--- src/rtl/block_loader.sv ---
// Packs a stream of BWIDTH-bit words into one flat frame of NUMBLOCKS words for the absorb stage.
// Optional feature macro: BLOCK_LOADER_BYTE_MASK_EN (zero the unused bytes of a last word).
module block_loader #(
  parameter int BWIDTH    = 32,
  parameter int NUMBLOCKS = 12
) (
  input  logic                                     clk,
  input  logic                                     reset_n,
  input  logic [BWIDTH-1:0]                        in_data,
  input  logic                                     in_valid,
  output logic                                     in_ready,
  input  logic                                     in_last,
  input  logic [$clog2(BWIDTH/8):0]                in_bytes,
  output logic [BWIDTH*NUMBLOCKS-1:0]              blocks,
  output logic                                     blk_valid,
  input  logic                                     blk_ack,
  output logic                                     finalize,
  output logic [$clog2(NUMBLOCKS):0]               word_count,
  output logic [$clog2(NUMBLOCKS*BWIDTH/8):0]      byte_count
);

  localparam int BPW  = BWIDTH / 8;
  localparam int BN_W = $clog2(BPW) + 1;
  localparam int WC_W = $clog2(NUMBLOCKS) + 1;
  localparam int BC_W = $clog2(NUMBLOCKS * BPW) + 1;

  typedef enum logic [1:0] {
    S_IDLE    = 2'd0,
    S_FILL    = 2'd1,
    S_PRESENT = 2'd2,
    S_CLEAR   = 2'd3
  } state_t;

  state_t                     r_state;
  state_t                     w_state_next;
  logic                       r_in_ready;
  logic                       r_blk_valid;
  logic                       r_ack_armed;
  logic                       r_finalize;
  logic [BWIDTH*NUMBLOCKS-1:0] r_blocks;
  logic [WC_W-1:0]            r_word_count;
  logic [BC_W-1:0]            r_byte_count;
  logic                       w_accept;
  logic [BN_W-1:0]            w_nbytes;
  logic [BN_W-1:0]            w_inc;
  logic [BWIDTH-1:0]          w_word;

  assign w_accept = (r_state == S_FILL) && r_in_ready && in_valid;

  // Byte count of the incoming word; out-of-range last-word counts read as a full word.
  always_comb begin
    w_nbytes = in_bytes;
    if ((in_bytes == {BN_W{1'b0}}) || (in_bytes > BN_W'(BPW))) begin
      w_nbytes = BN_W'(BPW);
    end else begin
      w_nbytes = in_bytes;
    end
    if (in_last) begin
      w_inc = w_nbytes;
    end else begin
      w_inc = BN_W'(BPW);
    end
  end

  // Word as stored, optionally with the bytes past the end of the message zeroed.
  always_comb begin
    w_word = in_data;
`ifdef BLOCK_LOADER_BYTE_MASK_EN
    for (int b = 0; b < BPW; b++) begin
      if (in_last && (BN_W'(b) >= w_nbytes)) begin
        w_word[b*8 +: 8] = 8'h00;
      end else begin
        w_word[b*8 +: 8] = in_data[b*8 +: 8];
      end
    end
`endif
  end

  // Next-state logic; ack is only honoured once the frame has been presented for a full cycle.
  always_comb begin
    w_state_next = r_state;
    case (r_state)
      S_IDLE: w_state_next = S_FILL;
      S_FILL: begin
        if (w_accept && (in_last || (r_word_count == WC_W'(NUMBLOCKS - 1)))) begin
          w_state_next = S_PRESENT;
        end else begin
          w_state_next = S_FILL;
        end
      end
      S_PRESENT: begin
        if (r_ack_armed && blk_ack) begin
          w_state_next = S_CLEAR;
        end else begin
          w_state_next = S_PRESENT;
        end
      end
      S_CLEAR: w_state_next = S_FILL;
      default: w_state_next = S_IDLE;
    endcase
  end

  // State register and registered handshake outputs derived from the next state.
  always_ff @(posedge clk or negedge reset_n) begin
    if (!reset_n) begin
      r_state     <= S_IDLE;
      r_in_ready  <= 1'b0;
      r_blk_valid <= 1'b0;
      r_ack_armed <= 1'b0;
    end else begin
      r_state     <= w_state_next;
      r_in_ready  <= (w_state_next == S_FILL);
      r_blk_valid <= (w_state_next == S_PRESENT);
      r_ack_armed <= (r_state == S_PRESENT) && (w_state_next == S_PRESENT);
    end
  end

  // Frame buffer and counters; zeroed on entry to CLEAR so the cleared frame is visible there.
  always_ff @(posedge clk or negedge reset_n) begin
    if (!reset_n) begin
      r_blocks     <= '0;
      r_word_count <= {WC_W{1'b0}};
      r_byte_count <= {BC_W{1'b0}};
      r_finalize   <= 1'b0;
    end else if (w_state_next == S_CLEAR) begin
      r_blocks     <= '0;
      r_word_count <= {WC_W{1'b0}};
      r_byte_count <= {BC_W{1'b0}};
      r_finalize   <= 1'b0;
    end else if (w_accept) begin
      for (int k = 0; k < NUMBLOCKS; k++) begin
        if (WC_W'(k) == r_word_count) begin
          r_blocks[k*BWIDTH +: BWIDTH] <= w_word;
        end
      end
      r_word_count <= r_word_count + WC_W'(1);
      r_byte_count <= r_byte_count + BC_W'(w_inc);
      r_finalize   <= in_last;
    end
  end

  assign in_ready   = r_in_ready;
  assign blk_valid  = r_blk_valid;
  assign blocks     = r_blocks;
  assign finalize   = r_finalize;
  assign word_count = r_word_count;
  assign byte_count = r_byte_count;

endmodule

--- config.mk ---
export PLATFORM = sky130hd
export DESIGN_NAME = block_loader
export DESIGN_NICKNAME = d
export VERILOG_FILES = /design/src/rtl/block_loader.sv
export SDC_FILE = /design/constraint.sdc
export NUM_CORES = 1
export LEC_CHECK = 0
export ABC_AREA = 1
export BUFFER_PORTS_ARGS = -buffer_cell sky130_fd_sc_hd__buf_2
export CELL_PAD_IN_SITES_DETAIL_PLACEMENT = 1
export CELL_PAD_IN_SITES_GLOBAL_PLACEMENT = 2
export CORE_ASPECT_RATIO = 2
export CORE_MARGIN = 4
export CORE_UTILIZATION = 35
export CTS_BUF_LIST = sky130_fd_sc_hd__clkbuf_2
export CTS_CLUSTER_DIAMETER = 80
export DETAILED_ROUTE_END_ITERATION = 6
export MAX_ROUTING_LAYER = met4
export PLACE_DENSITY = 0.93
export SYNTH_ARGS = -nofsm -noshare
export SYNTH_HDL_FRONTEND = slang
export SYNTH_SLANG_ARGS = --single-unit
--- constraint.sdc ---
create_clock -name clk -period 3.3 [get_ports clk]
set_input_delay 0.495 -clock clk [delete_from_list [all_inputs] [get_ports clk]]
set_output_delay 0.495 -clock clk [all_outputs]
set_load 0.02 [all_outputs]
==> metrics.yaml <==
outcome: "complete, no violations"
yosys_warnings: 0
nets: 2122
clockBufferDepth: 3
final_area_um2: 19400
p_total_mw: 20.6
path_class: "reg -> reg"
r2r_start: "r_state[0]$_DFF_PN0_"
crit_fanout: 35
ir_worst_vdd_mv: 0.421
yosysMostFrequentCell: "nand2_1"
htreeDepth: 3
dpl_cell_area_um2: 18100
avgSynthCellArea_um2: 9.77
worst_pin_slew_ns: 1.04
drv_slew: 0
synthCells: 1577
yosys.area.top_type: "dfrtp_1"
route.detailed.drc: 0
routabilityCongestion: 0.833
clock-skew-final_ns: 0.0811
clk_pin_slew_ns: 0.11
holdWs_ns: 0.143
relSlewSlack: 0.302
netlist_top_cells_count: "nand2_1, dfrtp_1, o21ai_0"
wl_mm: 57.5
rows: 108
synth_fp_nets: 1628
worstPathRequired_ns: 4.11
netlist_area_um2: 15400
avgViaCountPerCell: 4.88
area_growth_pct: 26.1
async_flop_share: 1.00
power.leakage_nw: 10.6
synth_seq_area_share: 0.653
period_share: 0.823
grt_overflow_total: 0
max_freq_mhz: 368
grt_pass1_wl_mm: 87.1
rsz0062_at_grt: "false"
hold_start: "in_data[23]"
drive_above_1_share: 0.302
die-width_um: 156
finalHoldViolations: 0
crit_arrival_ns: 3.52
powerDensity_nw_per_um2: 1060
die-height_um: 305
start_kind: "flop"
synth_top_area_frac: 0.653
initial_utilization: 0.354
setup_viol: 0
post_cts_buffers: 0
synth_seq_cells: 402
antenna_found_initial: 5
hpwl_mm: 40.7
via_count: 13100
io_pins: 439
layout.area.seq_um2: 10100
clk_latency_ns: 1.04
grt_pass1_vias: 14400
synth.area.top_cells: "dfrtp_1, nand2_1, o21ai_0, o21ai_1, inv_1"
cts-root-buf: "clkbuf_2"
startpoint: "r_state[0]$_DFF_PN0_"
period_needed_ns: 2.72
wl_per_cell_um: 21.4
crit_path_end_kind: "flop"
synth_edf_count: 0
dieArea_um2: 47600
holdCritPathClass: "in -> reg"
yosysUniqueCellTypes: 29
port_buffers: 438
synth_ff_type: "dfrtp_1"
clock-sinks: 402
firstDrtPassIters: 5
track_usage: 0.247
drv_cap: 0
ant_nets: 0
cts_inserted_buffers: 94
fin_setup_tns_ns: 0
grt_max_degree: 88
cts_tree: "yes"
multiInputGateArea_um2: 4190
n_fill_cell: 5222
core_um2: 43500
drt_iter0_markers: 509
==> report_power, final <==
group | internal (mW) | leakage [nW] | switching (mW) | total (mW)
logic | 2.58 | 4.72 | 6.20 | 8.78
registers | 6.90 | 5.19 | 1.26 | 8.15
clock network | 1.64 | 0.697 | 2.04 | 3.68
==> state kept, by name, summed over array words and instances (netlist names) <==
| signal | cells |
|---|---|
| blocks | 384 |
| byte_count | 7 |
| word_count | 5 |
| r_state | 2 |
| blk_valid | 1 |
| finalize | 1 |
| in_ready | 1 |
| r_ack_armed | 1 |
==> kinds of logic (layout without fill, tap and decap cells) <==
kind of cell / after synthesis / count (layout) / synth area share
AND/OR/NAND/NOR: 518 / 518 / 0.131
flip-flops: 402 / 402 / 0.653
AO/OA/AOI/OAI: 395 / 395 / 0.129
buffers and inverters: 249 / 806 / 0.0766
adder cells (fa/ha/maj): 11 / 11 / 0.00942
XOR/XNOR: 2 / 2 / 0.00114
other: 0 / 7 / 0
==> final cells by class <==
type,instances,share of cell area
antenna,7,0.000902
clock buffer,134,0.0345
multi-input combinational,926,0.216
tap,550,0.0354
inverter,137,0.0267
clock inverter,25,0.0152
timing repair buffer,510,0.153
sequential,402,0.518
==> cell usage in the layout (no fill, tap or decap), types with 9 or more instances in the layout <==
| cell | instances |
|---|---|
| buf_2 | 437 |
| clkbuf_2 | 134 |
| dfrtp_1 | 402 |
| clkinv_1 | 13 |
| ha_1 | 10 |
| nand2_1 | 469 |
| nand3_1 | 9 |
| dlygate4sd3_1 | 33 |
| buf_4 | 27 |
| nor2_1 | 21 |
| buf_12 | 12 |
| o21ai_1 | 135 |
| inv_1 | 127 |
| o21ai_0 | 251 |
==> metal layers <==
layer  wire length [µm]  track usage  part of all wire  up-vias
met1              21000        0.261              0.36     6464
met4               3480        0.143             0.061        0
met3               3210       0.0511             0.056      148
met5                  0            -                 0        -
li1                   -            -                 -     6020
met2              29800        0.421              0.52      492
==> worst max-delay path: stages, from the launching register on <==
cell,delay [ns]
dfrtp_1,0.41
inv_1,0.07
ha_1,0.26
nand3_1,0.11
nand2_1,0.10
nand3_2,0.34
buf_4,0.43
nand2_1,0.49
inv_1,0.12
nand2_1,0.08
o21ai_0,0.09
==> path summary, 6_finish.rpt <==
check	end	slack (ns)	cells after the start
setup reg to reg	blocks[124]$_DFFE_PN0P_	0.58	10
min in group asynchronous	blocks[208]$_DFFE_PN0P_	0.61	3
hold reg to reg	blocks[289]$_DFFE_PN0P_	0.49	2
max in group asynchronous	blocks[209]$_DFFE_PN0P_	1.42	4
hold / removal	blocks[215]$_DFFE_PN0P_	0.14	3
setup / recovery	blocks[124]$_DFFE_PN0P_	0.58	10
==> stage by stage <==
| stage | setup slack [ns] | utilization | std cells |
|---|---|---|---|
| finish | 0.583 | 0.446 | 2691 |
| global route | 0.329 | 0.446 | 2690 |
| CTS | 0.555 | 0.446 | 2684 |
| detailed placement | 0.579 | 0.416 | 2492 |
| global placement | 0.751 | 0.416 | 2492 |
| floorplan | 1.07 | - | 1577 |
==> timing repair <==
item                                    in CTS  in global routing
resized for setup                            0                  0
hold buffers                                33                  0
hold endpoints to repair                   532                  0
endpoints found under the setup margin       0                  0
Note: power is estimated with default switching activity, not from simulation.
